===== src/rtl/ram_arbiter.sv =====
// Round-robin arbiter sharing one single-port RAM between requesters A and B.
// Zero-fills the RAM after reset (CLR_EN=1), then serves one transaction at a time.
module ram_arbiter #(
  parameter int unsigned N      = 8,
  parameter int unsigned SZ     = 32,
  parameter int unsigned RD_LAT = 1,
  parameter bit          CLR_EN = 1'b1
) (
  input  logic         clk,
  input  logic         reset,
  input  logic         req_a,
  input  logic         req_b,
  input  logic         we_a,
  input  logic         we_b,
  input  logic [N-1:0] addr_a,
  input  logic [N-1:0] addr_b,
  input  logic [N-1:0] wdata_a,
  input  logic [N-1:0] wdata_b,
  output logic         gnt_a,
  output logic         gnt_b,
  output logic         ack_a,
  output logic         ack_b,
  output logic [N-1:0] rdata,
  output logic         err,
  output logic         busy,
  output logic [N-1:0] ram_iaddr,
  output logic [N-1:0] ram_i,
  output logic         ram_rw,
  input  logic [N-1:0] ram_o
);

  localparam int unsigned WW = (RD_LAT > 1) ? $clog2(RD_LAT) : 1;
  localparam logic [N:0]   SZ_W    = (N+1)'(SZ);
  localparam logic [N-1:0] SZ_LAST = N'(SZ - 1);

  typedef enum logic [2:0] {CLEAR, IDLE, ACCESS, WAIT, RESP} state_t;

  state_t        state;
  logic          last_b;
  logic          owner_b;
  logic          lat_we;
  logic          lat_bad;
  logic [WW-1:0] wait_cnt;

  logic          pick;
  logic          pick_b;
  logic          win_we;
  logic [N-1:0]  win_addr;
  logic [N-1:0]  win_wdata;
  logic          win_bad;
  logic [N-1:0]  clr_next;

  always_comb begin
    pick      = req_a | req_b;
    // on a tie B wins only when A was the last winner
    pick_b    = req_b & (~req_a | ~last_b);
    win_we    = pick_b ? we_b    : we_a;
    win_addr  = pick_b ? addr_b  : addr_a;
    win_wdata = pick_b ? wdata_b : wdata_a;
    win_bad   = {1'b0, win_addr} >= SZ_W;
    // ram_rw is still 0 on the first CLEAR cycle, so it doubles as the "started" flag
    clr_next  = ram_rw ? ram_iaddr + N'(1) : '0;
  end

  always_ff @(posedge clk or negedge reset) begin
    if (!reset) begin
      state     <= CLR_EN ? CLEAR : IDLE;
      busy      <= CLR_EN;
      gnt_a     <= 1'b0;
      gnt_b     <= 1'b0;
      ack_a     <= 1'b0;
      ack_b     <= 1'b0;
      rdata     <= '0;
      err       <= 1'b0;
      ram_rw    <= 1'b0;
      ram_iaddr <= '0;
      ram_i     <= '0;
      last_b    <= 1'b1;
      owner_b   <= 1'b0;
      lat_we    <= 1'b0;
      lat_bad   <= 1'b0;
      wait_cnt  <= '0;
    end else begin
      ack_a <= 1'b0;
      ack_b <= 1'b0;
      case (state)
        CLEAR: begin
          ram_rw    <= 1'b1;
          ram_i     <= '0;
          ram_iaddr <= clr_next;
          // the last address is still presented during the first IDLE cycle
          if (clr_next == SZ_LAST) begin
            state <= IDLE;
            busy  <= 1'b0;
          end
        end
        IDLE: begin
          ram_rw <= 1'b0;
          if (pick) begin
            state   <= ACCESS;
            busy    <= 1'b1;
            gnt_a   <= ~pick_b;
            gnt_b   <= pick_b;
            last_b  <= pick_b;
            owner_b <= pick_b;
            lat_we  <= win_we;
            lat_bad <= win_bad;
            rdata   <= '0;
            err     <= 1'b0;
            if (!win_bad) begin
              ram_iaddr <= win_addr;
              ram_i     <= win_wdata;
              ram_rw    <= win_we;
            end
          end
        end
        ACCESS: begin
          ram_rw <= 1'b0;
          if (lat_bad || lat_we) begin
            state <= RESP;
            ack_a <= ~owner_b;
            ack_b <= owner_b;
            err   <= lat_bad;
          end else begin
            state    <= WAIT;
            wait_cnt <= WW'(RD_LAT - 1);
          end
        end
        WAIT: begin
          ram_rw <= 1'b0;
          if (wait_cnt == '0) begin
            rdata <= ram_o;
            state <= RESP;
            ack_a <= ~owner_b;
            ack_b <= owner_b;
          end else begin
            wait_cnt <= wait_cnt - WW'(1);
          end
        end
        RESP: begin
          ram_rw <= 1'b0;
          state  <= IDLE;
          busy   <= 1'b0;
          gnt_a  <= 1'b0;
          gnt_b  <= 1'b0;
          err    <= 1'b0;
        end
        default: begin
          state  <= IDLE;
          busy   <= 1'b0;
          ram_rw <= 1'b0;
        end
      endcase
    end
  end

endmodule


===== config.mk =====
export PLATFORM = sky130hd
export DESIGN_NAME = ram_arbiter
export DESIGN_NICKNAME = d
export VERILOG_FILES = /design/src/rtl/ram_arbiter.sv
export SDC_FILE = /design/constraint.sdc
export NUM_CORES = 1
export LEC_CHECK = 0
export CAP_MARGIN = 20
export CORE_UTILIZATION = 35
export CTS_CLUSTER_DIAMETER = 150
export DETAILED_ROUTE_END_ITERATION = 16
export PLACE_DENSITY_LB_ADDON = 0.08
export SYNTH_ARGS = -nofsm -noshare
export SYNTH_HDL_FRONTEND = slang
export SYNTH_SLANG_ARGS = --single-unit
export TNS_END_PERCENT = 100

===== constraint.sdc =====
create_clock -name clk -period 3.5 [get_ports clk]
set_input_delay 0.35 -clock clk [delete_from_list [all_inputs] [get_ports clk]]
set_output_delay 0.35 -clock clk [all_outputs]
set_load 0.01 [all_outputs]

==> run_summary.xml, run 1 <==
<?xml version="1.0" encoding="UTF-8"?>
<metrics>
  <group name="status">
    <metric name="outcome" unit="">completed</metric>
  </group>
  <group name="setup_path">
    <metric name="cell_by_cell_listing_of_the_critical_path" unit="">or3b_1 -&gt; buf_4 -&gt; or2_4 -&gt; o21ai_4 -&gt; mux2_2</metric>
    <metric name="critPathTopFamily" unit="">simple AND/OR/NAND/NOR gates</metric>
    <metric name="combined_buffer_and_inverter_count_along_the_critical_path" unit="">1</metric>
    <metric name="critical_path_required_time" unit="ns">3.67</metric>
    <metric name="crit_type" unit="">register to register</metric>
    <metric name="timing.critical_path.slowest_cell_delay" unit="ns">0.56</metric>
    <metric name="kind_of_end_point_of_the_critical_path" unit="">register</metric>
    <metric name="cpMaxStageDelayCell" unit="">sky130_fd_sc_hd__o21ai_4</metric>
    <metric name="worstPathMaxFanout" unit="">23</metric>
    <metric name="arrival" unit="ns">2.70</metric>
    <metric name="start_kind" unit="">register</metric>
  </group>
  <group name="die">
    <metric name="effective_utilization_at_floorplan" unit="">0.363</metric>
    <metric name="design.die.area" unit="sq um">6020</metric>
    <metric name="boundaryPins" unit="">77</metric>
    <metric name="row_cnt" unit="">27</metric>
    <metric name="die_width" unit="microns">77.6</metric>
    <metric name="coreArea" unit="sq um">5510</metric>
    <metric name="die_h" unit="microns">77.6</metric>
  </group>
  <group name="pwr">
    <metric name="power.combinational.fraction" unit="">0.478</metric>
    <metric name="switching_power_share_of_the_total" unit="">0.376</metric>
    <metric name="seq_power_share" unit="">0.358</metric>
    <metric name="clockPowerShare" unit="">0.163</metric>
    <metric name="total_leakage_power" unit="nW">1.25</metric>
    <metric name="p_int" unit="mW">1.34</metric>
    <metric name="power-per-cell-area" unit="nW/um^2">737</metric>
    <metric name="power.ir.vdd_worst" unit="mV">0.382</metric>
    <metric name="netSwitchingPower" unit="uW">804</metric>
  </group>
  <group name="synth">
    <metric name="synth-warning-count" unit="">0</metric>
    <metric name="synth_cell_types" unit="">41</metric>
    <metric name="synth_cells" unit="">218</metric>
    <metric name="synth.net_count" unit="">265</metric>
    <metric name="dominantRegCellSynth" unit="">sky130_fd_sc_hd__dfrtp_1</metric>
    <metric name="postSynthAreaPerCell" unit="sq um">9.18</metric>
    <metric name="ys_ff_latch" unit="">38</metric>
    <metric name="ys_async_sr_fraction" unit="">1.00</metric>
    <metric name="number_of_flops_mapped_to_enable_cells_by_yosys" unit="">0</metric>
    <metric name="fraction_of_the_yosys_area_taken_by_sequential_cells" unit="">0.477</metric>
    <metric name="area_of_the_mapped_netlist" unit="sq um">2000</metric>
  </group>
  <group name="finish">
    <metric name="area_growth_syn_to_layout" unit="%">45.0</metric>
    <metric name="antennaDiodeCount" unit="">0</metric>
    <metric name="final_layout_size_suffix_gt1_frac" unit="">0.0893</metric>
    <metric name="nFillCells" unit="">543</metric>
    <metric name="fin_nets" unit="">337</metric>
    <metric name="finalCoreUtilization" unit="">0.527</metric>
  </group>
  <group name="grt">
    <metric name="grt_overflow" unit="">0</metric>
    <metric name="largest_net_degree_at_the_start_of_global_routing" unit="">39</metric>
    <metric name="grt_first_pass_wirelength" unit="microns">8670</metric>
    <metric name="track_usage" unit="">0.185</metric>
    <metric name="vias_in_the_first_global_route" unit="">1786</metric>
    <metric name="antenna_found_initial" unit="">0</metric>
  </group>
  <group name="detailed_routing">
    <metric name="detailedRoute.firstPassIterationCount" unit="">4</metric>
    <metric name="dr.first_iter.drc_count" unit="">78</metric>
    <metric name="antenna_violating_nets_post_route" unit="">0</metric>
    <metric name="wl_per_cell" unit="microns">14.2</metric>
    <metric name="wirelength" unit="microns">5160</metric>
    <metric name="vias" unit="">1862</metric>
    <metric name="vias_per_cell" unit="">5.13</metric>
    <metric name="detailed_route_drc_error_count" unit="">0</metric>
  </group>
  <group name="clocking">
    <metric name="clk-insertion-delay-late" unit="ns">0.29</metric>
    <metric name="root_buffer_master" unit="">sky130_fd_sc_hd__clkbuf_8</metric>
    <metric name="cts_sinks" unit="">38</metric>
    <metric name="clock_path_buffers" unit="">2</metric>
    <metric name="path_clk_slew" unit="ns">0.07</metric>
    <metric name="cts.htree.levels" unit="">2</metric>
    <metric name="ctsHoldBuffers" unit="">0</metric>
    <metric name="post_cts_setup_buffer_count" unit="">0</metric>
    <metric name="cts_tree" unit="">done</metric>
    <metric name="tritoncts.num_buffers" unit="">5</metric>
    <metric name="post_cts_resize_count" unit="">0</metric>
  </group>
  <group name="placed_design">
    <metric name="dp_hpwl" unit="microns">3790</metric>
    <metric name="gp_routability_congestion" unit="">0.776</metric>
    <metric name="placement.io_buffers" unit="">76</metric>
  </group>
  <group name="timing">
    <metric name="layout_min_cycle_time" unit="ns">2.53</metric>
    <metric name="worst-slew-pin-transition" unit="ns">0.899</metric>
    <metric name="report.final.slew_viol_count" unit="">0</metric>
    <metric name="finalSetupViolations" unit="">0</metric>
    <metric name="rsz0062_at_grt" unit="">no</metric>
    <metric name="finClkSkew" unit="ns">0.00609</metric>
    <metric name="fmax" unit="GHz">0.396</metric>
    <metric name="finalCritPeriodShare" unit="">0.722</metric>
    <metric name="fin_tns_setup" unit="ns">0</metric>
    <metric name="finalHoldWorstSlack" unit="ns">0.164</metric>
    <metric name="finalHoldViolCount" unit="">0</metric>
    <metric name="relSlewSlack" unit="">0.396</metric>
  </group>
  <group name="flow_run">
    <metric name="max_cap_violations" unit="">0</metric>
  </group>
  <group name="worst_hold_path">
    <metric name="holdCritPathClass" unit="">input pin to async pin</metric>
  </group>
</metrics>
## cell usage in the layout (no fill, tap or decap), drive strengths merged, types with 6 or more instances in the layout
cell type | synthesis | final
clkdlybuf4s50 | 0 | 75
nand2 | 46 | 46
dfrtp | 36 | 36
o21ai | 16 | 16
a21oi | 14 | 14
nand3 | 12 | 12
nor2 | 10 | 10
mux2 | 9 | 9
nor3 | 8 | 8
mux2i | 8 | 8
clkbuf | 7 | 8
inv | 6 | 6
## state kept, by name, summed over array words and instances, names as in the netlist
register	flops
owner_b	1
lat_bad	1
busy	1
gnt_b	1
ram_iaddr	8
ram_i	8
gnt_a	1
last_b	1
err	1
state	3
ram_rw	1
ack_a	1
rdata	8
lat_we	1
ack_b	1
## layout make-up
class / count / area (sq um) / area share
sequential: 38 / 953 / 0.329
clock buffer: 8 / 110 / 0.0379
tap: 72 / 90.1 / 0.0310
timing repair buffer: 78 / 771 / 0.266
multi-input combinational: 161 / 955 / 0.329
inverter: 6 / 22.5 / 0.00776
## synthesized netlist by cell type (2+ instances only)
| cell | instances | area share |
|---|---|---|
| sky130_fd_sc_hd__nand2_1 | 46 | 0.086 |
| sky130_fd_sc_hd__dfrtp_1 | 36 | 0.45 |
| sky130_fd_sc_hd__a21oi_1 | 14 | 0.035 |
| sky130_fd_sc_hd__nand3_1 | 12 | 0.030 |
| sky130_fd_sc_hd__o21ai_0 | 11 | 0.028 |
| sky130_fd_sc_hd__nor2_1 | 10 | 0.019 |
| sky130_fd_sc_hd__mux2_2 | 9 | 0.051 |
| sky130_fd_sc_hd__mux2i_1 | 8 | 0.040 |
| sky130_fd_sc_hd__nor3_1 | 8 | 0.020 |
| sky130_fd_sc_hd__clkbuf_1 | 7 | 0.013 |
| sky130_fd_sc_hd__inv_1 | 6 | 0.011 |
| sky130_fd_sc_hd__a22o_1 | 5 | 0.022 |
| sky130_fd_sc_hd__a211oi_1 | 4 | 0.015 |
| sky130_fd_sc_hd__buf_6 | 3 | 0.017 |
| sky130_fd_sc_hd__o21a_1 | 3 | 0.011 |
| sky130_fd_sc_hd__o21ai_1 | 3 | 0.0075 |
| sky130_fd_sc_hd__o32ai_1 | 3 | 0.013 |
| sky130_fd_sc_hd__or3_1 | 3 | 0.0094 |
| sky130_fd_sc_hd__buf_2 | 2 | 0.0050 |
| sky130_fd_sc_hd__dfstp_2 | 2 | 0.026 |
| sky130_fd_sc_hd__nand4_1 | 2 | 0.0063 |
| sky130_fd_sc_hd__nor4_1 | 2 | 0.0063 |
## path summary, 6_finish.rpt
check | from | end | slack (ns) | depth (start not counted)
worst max-delay path | state[2] | ram_i[0] | 0.97 | 5
worst min-delay path | reset | ram_i[4] | 0.16 | 1
worst max register to register | state[2] | ram_i[0] | 0.97 | 5
worst min register to register | busy | busy | 0.48 | 2
max in group asynchronous | reset | rdata[0] | 2.80 | 1
min in group clk | busy | busy | 0.48 | 2
## kinds of logic (layout without fill, tap and decap cells)
kind of cell | Yosys count | after routing | share of synthesized area
adder cells (fa/ha/maj) | 1 | 1 | 0.00625
XOR/XNOR | 1 | 1 | 0.00438
multiplexers | 17 | 17 | 0.0907
flip-flops | 38 | 38 | 0.477
buffers and inverters | 19 | 92 | 0.0482
AO/OA/AOI/OAI | 52 | 52 | 0.172
AND/OR/NAND/NOR | 90 | 90 | 0.202
## power by group through the flow
stage	registers, mW	logic, mW	clock network, mW
floorplan	0.782	0.625	0
global placement	0.773	1.02	0
detailed placement	0.773	1.03	0
CTS	0.768	1.03	0.366
global route	0.798	1.14	0.384
finish	0.767	1.02	0.350
## per-layer routing
metal / global-route usage / part of all wire / vias to the layer above
li1: - / - / 918
met3: 0.0506 / 0.054 / 2
met5: 0 / 0 / -
met2: 0.296 / 0.50 / 48
met1: 0.240 / 0.44 / 894
met4: 0.0623 / 0.0048 / 0
## per-stage QoR
stage / instances / cell area [sq um] / total power [mW] / setup WS (ns)
detailed placement: 355 / 2790 / 1.80 / 0.974
floorplan: 218 / 2000 / 1.41 / 1.44
global route: 363 / 2900 / 2.32 / 0.784
global placement: 355 / 2790 / 1.79 / 1.01
finish: 363 / 2900 / 2.14 / 0.972
CTS: 363 / 2900 / 2.17 / 0.968
Note: power is estimated with default switching activity, not from simulation.
==> run 2: changes to the inputs <==
==> constraint.sdc (replaced) <==
create_clock -name clk -period 2.1 [get_ports clk]
set_input_delay 0.21 -clock clk [delete_from_list [all_inputs] [get_ports clk]]
set_output_delay 0.21 -clock clk [all_outputs]
set_load 0.01 [all_outputs]
==> run 2 against run 1 <==
  * Critical endpoint is now state[0]
  * Sequential share of layout area shrank 0.99 points
  * Flip-flop and latch count stayed put
  * Via count rose by 2.8%
==> run_summary.xml, run 2 (synthesized netlist as in run 1, its figures left out) <==
<?xml version="1.0" encoding="UTF-8"?>
<metrics>
  <group name="worst_hold_path">
    <metric name="holdCritPathClass" unit="">input pin to async pin</metric>
  </group>
  <group name="detailed_routing">
    <metric name="detailedRoute.firstPassIterationCount" unit="">4</metric>
    <metric name="wl_per_cell" unit="microns">14.1</metric>
    <metric name="dr.first_iter.drc_count" unit="">58</metric>
    <metric name="detailed_route_drc_error_count" unit="">0</metric>
    <metric name="vias_per_cell" unit="">5.08</metric>
    <metric name="vias" unit="">1914</metric>
    <metric name="wirelength" unit="microns">5330</metric>
    <metric name="antenna_violating_nets_post_route" unit="">0</metric>
  </group>
  <group name="finish">
    <metric name="reg_top3" unit="">ram_i (8), ram_iaddr (8), rdata (8)</metric>
    <metric name="fin_nets" unit="">351</metric>
    <metric name="area_growth_syn_to_layout" unit="%">49.5</metric>
    <metric name="final_layout_size_suffix_gt1_frac" unit="">0.118</metric>
    <metric name="layout.cells.most_common" unit="">sky130_fd_sc_hd__clkdlybuf4s50_1</metric>
    <metric name="design_area" unit="sq um">2990</metric>
    <metric name="leading_cell_types_in_the_layout_fill_and_taps_excluded" unit="">sky130_fd_sc_hd__clkdlybuf4s50_1 (75), sky130_fd_sc_hd__nand2_1 (46), sky130_fd_sc_hd__dfrtp_1 (36)</metric>
    <metric name="antennaDiodeCount" unit="">0</metric>
    <metric name="finalCoreUtilization" unit="">0.543</metric>
    <metric name="nFillCells" unit="">535</metric>
  </group>
  <group name="timing">
    <metric name="fin_tns_setup" unit="ns">0</metric>
    <metric name="finalSetupViolations" unit="">0</metric>
    <metric name="finalCritPeriodShare" unit="">0.891</metric>
    <metric name="relSlewSlack" unit="">0.393</metric>
    <metric name="finClkSkew" unit="ns">0.0153</metric>
    <metric name="fmax" unit="GHz">0.535</metric>
    <metric name="finalHoldViolCount" unit="">0</metric>
    <metric name="report.final.slew_viol_count" unit="">0</metric>
    <metric name="final_critical_path_setup_slack" unit="ns">0.229</metric>
    <metric name="worst-slew-pin-transition" unit="ns">0.904</metric>
    <metric name="layout_min_cycle_time" unit="ns">1.87</metric>
    <metric name="rsz0062_at_grt" unit="">no</metric>
  </group>
  <group name="setup_path">
    <metric name="worstPathMaxFanout" unit="">3</metric>
    <metric name="cpMaxStageDelayCell" unit="">sky130_fd_sc_hd__dfrtp_1</metric>
    <metric name="cp_num_cells" unit="">6</metric>
    <metric name="start_kind" unit="">register</metric>
    <metric name="crit-reg2reg-launch" unit="">ram_iaddr[0]</metric>
    <metric name="critPathTopFamily" unit="">compound AO/OA/AOI/OAI gates</metric>
    <metric name="timing.critical_path.slowest_cell_delay" unit="ns">0.38</metric>
    <metric name="worstReg2RegEnd" unit="">state[0]</metric>
    <metric name="critical_path_required_time" unit="ns">2.32</metric>
    <metric name="arrival" unit="ns">2.09</metric>
    <metric name="combined_buffer_and_inverter_count_along_the_critical_path" unit="">0</metric>
    <metric name="ff2ff_setup_slack" unit="ns">0.23</metric>
    <metric name="cell_by_cell_listing_of_the_critical_path" unit="">ha_1 -&gt; or3_1 -&gt; a211oi_1 -&gt; o211ai_1 -&gt; a211oi_1 -&gt; or3_1</metric>
    <metric name="kind_of_end_point_of_the_critical_path" unit="">register</metric>
    <metric name="crit_type" unit="">register to register</metric>
    <metric name="reg2reg_depth" unit="">6</metric>
  </group>
  <group name="die">
    <metric name="design.die.area" unit="sq um">6020</metric>
    <metric name="boundaryPins" unit="">77</metric>
    <metric name="coreArea" unit="sq um">5510</metric>
    <metric name="effective_utilization_at_floorplan" unit="">0.363</metric>
    <metric name="die_h" unit="microns">77.6</metric>
    <metric name="die_width" unit="microns">77.6</metric>
    <metric name="row_cnt" unit="">27</metric>
  </group>
  <group name="pwr">
    <metric name="clockPowerShare" unit="">0.132</metric>
    <metric name="power.combinational.fraction" unit="">0.543</metric>
    <metric name="netSwitchingPower" unit="mW">1.38</metric>
    <metric name="total_leakage_power" unit="nW">1.31</metric>
    <metric name="switching_power_share_of_the_total" unit="">0.376</metric>
    <metric name="seq_power_share" unit="">0.325</metric>
    <metric name="power-per-cell-area" unit="nW/um^2">1230</metric>
    <metric name="power.ir.vdd_worst" unit="mV">0.569</metric>
    <metric name="p_int" unit="mW">2.29</metric>
  </group>
  <group name="placed_design">
    <metric name="worst_case_setup_slack_after_placement" unit="ns">-0.0330</metric>
    <metric name="gp_routability_congestion" unit="">0.821</metric>
    <metric name="placement.io_buffers" unit="">76</metric>
    <metric name="dp_hpwl" unit="microns">4060</metric>
    <metric name="detailed_place.area" unit="sq um">2900</metric>
  </group>
  <group name="flow_run">
    <metric name="max_cap_violations" unit="">0</metric>
  </group>
  <group name="grt">
    <metric name="grt_overflow" unit="">0</metric>
    <metric name="largest_net_degree_at_the_start_of_global_routing" unit="">24</metric>
    <metric name="grt_first_pass_wirelength" unit="microns">8910</metric>
    <metric name="antenna_found_initial" unit="">0</metric>
    <metric name="vias_in_the_first_global_route" unit="">1819</metric>
    <metric name="track_usage" unit="">0.190</metric>
  </group>
  <group name="status">
    <metric name="outcome" unit="">completed</metric>
  </group>
  <group name="clocking">
    <metric name="path_clk_slew" unit="ns">0.07</metric>
    <metric name="tritoncts.num_buffers" unit="">5</metric>
    <metric name="ctsHoldBuffers" unit="">1</metric>
    <metric name="post_cts_setup_buffer_count" unit="">0</metric>
    <metric name="clk-insertion-delay-late" unit="ns">0.30</metric>
    <metric name="root_buffer_master" unit="">sky130_fd_sc_hd__clkbuf_8</metric>
    <metric name="clock_path_buffers" unit="">2</metric>
    <metric name="cts.htree.levels" unit="">2</metric>
    <metric name="cts_tree" unit="">done</metric>
    <metric name="post_cts_resize_count" unit="">0</metric>
    <metric name="cts_sinks" unit="">38</metric>
  </group>
</metrics>
run 2: changes by cell type in the layout (fill, tap and decap cells not counted):
| cell | delta |
|---|---|
| sky130_fd_sc_hd__dlygate4sd3_1 | +1 |
| sky130_fd_sc_hd__buf_12 | +1 |
| sky130_fd_sc_hd__buf_4 | +12 |
| sky130_fd_sc_hd__clkbuf_8 | -3 |
| sky130_fd_sc_hd__clkbuf_1 | +3 |
run 2: worst max-delay path by stage:
stage / from / endpoint / slack, ns
floorplan: state[1] / ram_i[3] / 0.04
global placement: req_b / ram_iaddr[1] / -0.06
detailed placement: req_b / ram_iaddr[1] / -0.03
CTS: ram_iaddr[0] / state[0] / 0.21
global route: ram_iaddr[1] / state[0] / 0.11
finish: ram_iaddr[0] / state[0] / 0.23
run 2: cell type report:
type / count / area [sq um] / share of cell area
inverters: 6 / 22.5 / 0.00753
multi-input cells: 161 / 955 / 0.319
clock buffers: 8 / 80.1 / 0.0268
flip-flops and latches: 38 / 953 / 0.319
well taps: 72 / 90.1 / 0.0301
repair buffers: 92 / 891 / 0.298
run 2: power by group through the flow:
stage               clock network [mW]  registers, mW  logic, mW
floorplan                            0           1.30       1.04
global placement                     0           1.20       1.98
detailed placement                   0           1.20       2.00
CTS                              0.505           1.19       2.01
global route                     0.535           1.23       2.17
finish                           0.484           1.19       1.99
run 2: stage by stage:
stage	hold slack [ns]	total power, mW	std cells
3_5_place_dp	0.117	3.21	368
3_3_place_gp	0.116	3.18	368
5_1_grt	0.365	3.94	377
4_1_cts	0.348	3.71	377
2_1_floorplan	-0.0856	2.34	218
6_report	0.347	3.67	377
run 2: routing by layer:
metal | track usage | wire length, microns
met5 | 0 | 0
met4 | 0.0642 | 50
met3 | 0.0494 | 296
met2 | 0.303 | 2590
met1 | 0.250 | 2390
==> run 3: changes to the inputs <==
--- a/config.mk
+++ b/config.mk
@@ -13,4 +13,3 @@
 export SYNTH_ARGS = -nofsm -noshare
 export SYNTH_HDL_FRONTEND = slang
 export SYNTH_SLANG_ARGS = --single-unit
-export TNS_END_PERCENT = 100
==> results of run 3 <==
Final layout, timing and power as in run 2 (identical DEF).
==> variant 1: new RTL, config.mk and constraints of run 3 <==
`RD_LAT`: 1 -> 2.
--- a/src/rtl/ram_arbiter.sv
+++ b/src/rtl/ram_arbiter.sv
@@ -4,5 +4,5 @@
   parameter int unsigned N      = 8,
   parameter int unsigned SZ     = 32,
-  parameter int unsigned RD_LAT = 1,
+  parameter int unsigned RD_LAT = 2,
   parameter bit          CLR_EN = 1'b1
 ) (
Function: same outputs for any inputs over 10 cycles, from zero or initial values and one cycle with reset low; that may be too few to reach the edited logic, so the function may still have changed.
==> variant 1 against run 3 <==
- combinational power rose by 9%
- sequential share of layout area fell by 1.0 points
- power rose by 13%
- design area rose by 6.1%
- die area rose by 7.9%
- setup slack improved by 0.10 ns
- sequential cell count rose by 1
- utilization fell by 1.1 points
- wire length rose by 7.3%
- area after synthesis rose by 8.1%
- synthesized cell count fell by 4.1%
==> variant 1: results (changes against run 3) <==
INFO  synth          synthDistinctLibCells=51 [+24%]
INFO  setup_path     cp_max_fo=10 [+7]
INFO  cells_and_area design.final.nets=341 [-2.8%]
INFO  place          dp.final_hpwl=4170um [+2.7%]
INFO  place          gp_congestion=0.794 [-3.3%]
INFO  cells_and_area fill_cells=567 [+6.0%]
INFO  outcome        outcome=completed
INFO  global_route   grt_start_max_net_pins=40 [+67%]
INFO  setup_path     critPathArrivalTime=1.94ns [-0.15 ns]
INFO  global_route   grt_usage=19.4% [+0.44 points]
INFO  cts            postCtsHoldBufs=0 [-1]
INFO  synth          synth_top_cells_by_area=dfrtp_1 (43%), nand2_1 (4.3%), mux2_2 (4.2%)
INFO  synth          netlist_top_cells_count=dfrtp_1 (37), nand2_1 (25), a21oi_1 (17)
INFO  place          numPlacedInstances=362 [-1.6%]
INFO  synth          syn-num-nets=256 [-3.4%]
INFO  power          peakVddDrop=0.536mV [-5.8%]
INFO  synth          postSynthCellCount=209 [-4.1%]
INFO  power          power.internal=2.62mW [+15%]
INFO  route          average_vias_per_placed_instance=5.25 [+3.5%]
INFO  route          routed_wire_length_per_instance=15.5um [+9.4%]
INFO  global_route   grt_first_pass_wirelength=9560um [+7.3%]
INFO  global_route   via_count_of_the_first_global_routing_pass=1938 [+6.5%]
INFO  cts            clock_transition_at_the_register_clock_pins_on_the_worst_setup_and_hold_paths_after_cts=0.09ns [+0.02 ns]
INFO  sta            timing.clock.skew=0.0140ns [-0.00129 ns]
INFO  route          drt_first_iter_violations=61 [+5.2%]
[variant 1: cell types whose count changed in the layout (fill, tap and decap cells not counted), sizes merged, moves of 4 or more]
| cell | run 3 | this run |
|---|---|---|
| a21oi | 14 | 18 |
| a211oi | 4 | 0 |
| a22o | 5 | 12 |
| o21ai | 16 | 11 |
| mux2 | 9 | 13 |
| nand2 | 46 | 25 |
| nor3 | 8 | 4 |
| nand3 | 12 | 5 |
[variant 1: metrics by stage]
stage               cell area, um^2  setup slack, ns
CTS                            3170            0.321
global route                   3170            0.236
finish                         3170            0.333
floorplan                      2160            0.408
global placement               3060           0.0828
detailed placement             3060           0.0679
[variant 1: power by group through the flow]
stage                     registers [mW]  logic, mW  clock network, mW
final                               1.37       2.16              0.633
after CTS                           1.37       2.18              0.653
after floorplan                     1.44       1.13                  0
after global routing                1.42       2.35              0.692
after detailed placement            1.38       2.17                  0
after global placement              1.38       2.17                  0
[variant 1: layout make-up]
type | count | area share (%)
Clock buffer | 5 | 2.17
Clock inverter | 3 | 1.38
Inverter | 6 | 0.710
Multi-Input combinational cell | 151 | 34.2
Sequential cell | 39 | 30.8
Tap cell | 75 | 2.96
Timing Repair Buffer | 91 | 27.8
[variant 1: cells by family (layout without fill, tap and decap cells)]
group           Yosys count  in the layout  share of synthesized area (%)
fa+ha+maj                 1              1                          0.578
mux                      22             22                           12.0
buf+inv                  19            105                           4.63
simple gates             62             62                           15.4
flops                    39             39                           45.2
xor+xnor                  2              2                          0.810
compound gates           64             64                           21.3
[variant 1: critical path, cell delays in order (launching register included)]
cell	delay [ns]
dfrtp_1	0.44
or3b_1	0.54
buf_4	0.23
nand4b_1	0.09
o21ai_0	0.09
a22o_2	0.26
[variant 1: worst paths after layout]
kind | from | to | slack, ns | cells after the start
min in group clk | owner_b | ack_a | 0.46 | 1
worst min-delay path | reset | gnt_b | 0.02 | 1
worst max-delay path | state[1] | ram_iaddr[2] | 0.33 | 5
worst min register to register | owner_b | ack_a | 0.46 | 1
worst max register to register | state[1] | ram_iaddr[2] | 0.33 | 5
max in group asynchronous | reset | ack_a | 1.50 | 1
[variant 1: layer usage]
| metal | vias to the layer above | track usage [%] | wire (um) | part of all wire [%] |
|---|---|---|---|---|
| met1 | 928 | 25.8 | 2590 | 45 |
| met4 | 0 | 5.54 | 38 | 0.66 |
| li1 | 939 | - | - | - |
| met2 | 72 | 32.1 | 2790 | 49 |
| met5 | - | 0 | 0 | 0 |
| met3 | 5 | 3.52 | 303 | 5.3 |
==> variant 2: new RTL, flow settings as in run 3 <==
Made on the original files. Re-encode `state_t` (5 states) as one-hot, 5 bits wide.
--- a/src/rtl/ram_arbiter.sv
+++ b/src/rtl/ram_arbiter.sv
@@ -34,5 +34,5 @@
   localparam logic [N-1:0] SZ_LAST = N'(SZ - 1);
 
-  typedef enum logic [2:0] {CLEAR, IDLE, ACCESS, WAIT, RESP} state_t;
+  typedef enum logic [4:0] {CLEAR = 5'b00001, IDLE = 5'b00010, ACCESS = 5'b00100, WAIT = 5'b01000, RESP = 5'b10000} state_t;
 
   state_t        state;
Function: same outputs for any inputs over 10 cycles, from zero or initial values and one cycle with reset low; not proved beyond that.
==> variant 2 against run 3 <==
- sequential cell count rose by 2
- count of clock-buffer cells in the layout fell by 3
- setup slack got worse by 0.12 ns
- die area is 0.24% higher
- worst hold slack got worse by 0.047 ns
- clock skew fell by 0.0092 ns
- area after synthesis rose by 0.25%
- first-iteration DRC count grew 28%
- power is 18% lower
- design area up 1.7%
- wire length down 5.1%
- critical path type unchanged
==> variant 2: results (changes against run 3) <==
INFO  sta            timing.hold.ws=0.301ns [-0.0466 ns]
INFO  synth          synth-compound-area-share=17.9% [+0.71 points]
INFO  global_route   via_count_of_the_first_global_routing_pass=1784 [-1.9%]
INFO  route          met1_length=2330um [-2.5%]
INFO  synth          synth.mux.area_fraction=8.67% [-0.40 points]
INFO  place          dp.final_hpwl=3850um [-5.1%]
INFO  sta            timing.clock.skew=0.00606ns [-0.00919 ns]
INFO  cells_and_area drive_gt1_share=13.4% [+1.6 points]
INFO  synth          synth_area_in_xor_xnor=1.31% [+0.87 points]
INFO  route          drt_first_iter_violations=74 [+28%]
INFO  global_route   grt_first_pass_wirelength=8610um [-3.4%]
INFO  synth          synth_top_cells_by_area=dfrtp_1 (46%), mux2i_1 (7.0%), nand2_1 (5.8%)
INFO  power          peakVddDrop=0.447mV [-22%]
INFO  setup_path     critPathArrivalTime=2.22ns [+0.13 ns]
INFO  setup_path     cp_max_fo=5 [+2]
INFO  place          cell_area_after_placement=2950um^2 [+1.6%]
INFO  setup_path     r2r.worst_path.cells=5 [-1]
INFO  place          numPlacedInstances=363 [-1.4%]
INFO  sta            timing_worst_slew_pin_value=0.433ns [-0.472 ns]
INFO  power          leakagePower=1.29nW [-1.9%]
INFO  synth          synthDistinctLibCells=48 [+17%]
INFO  outcome        outcome=completed
INFO  place          detailedPlace.worstSlack=-0.0667ns [-0.0337 ns]
INFO  synth          postSynthCellCount=208 [-4.6%]
INFO  global_route   grt_usage=18.4% [-0.61 points]
INFO  synth          ys_seq_area_share=50.1% [+2.4 points]
INFO  setup_path     crit_slowest_cell=or3_4
INFO  setup_path     crit_path_max_incr_delay=0.43ns [+0.05 ns]
INFO  cells_and_area design.final.nets=346 [-1.4%]
INFO  cells_and_area instances_no_fill=371 [-1.6%]
INFO  synth          synth-adder-area-share=0.624% [-0.0016 points]
INFO  route          route.met2.wl=2350um [-9.5%]
INFO  global_route   gr-usage-met1=25.3% [+0.32 points]
INFO  route          drt_wl_total=5060um [-5.1%]
-- variant 2: final timing paths --
path	from	to
worst max-delay path	state[3]	busy
worst min-delay path	reset	ram_iaddr[5]
worst max register to register	state[3]	busy
worst min register to register	owner_b	ack_a
max in group asynchronous	reset	busy
min in group clk	ram_o[1]	rdata[1]
-- variant 2: final cells by class --
class	instances	area (um^2)
Clock inverter	2	12.5
Tap cell	72	90.1
Timing Repair Buffer	95	901
Clock buffer	5	68.8
Sequential cell	40	1000
Inverter	6	22.5
Multi-Input combinational cell	151	943
Fill cell	510	2460
-- variant 2: kinds of logic after synthesis --
group | after synthesis
fa+ha+maj | 1
mux | 17
compound gates | 55
flops | 40
simple gates | 75
xor+xnor | 3
buf+inv | 17
-- variant 2: power by group --
group / internal (mW) / total, mW / leakage (nW) / switching [mW]
Sequential: 0.999 / 1.18 / 0.519 / 0.179
Clock: 0.225 / 0.492 / 0.0400 / 0.267
Combinational: 0.702 / 1.34 / 0.726 / 0.641
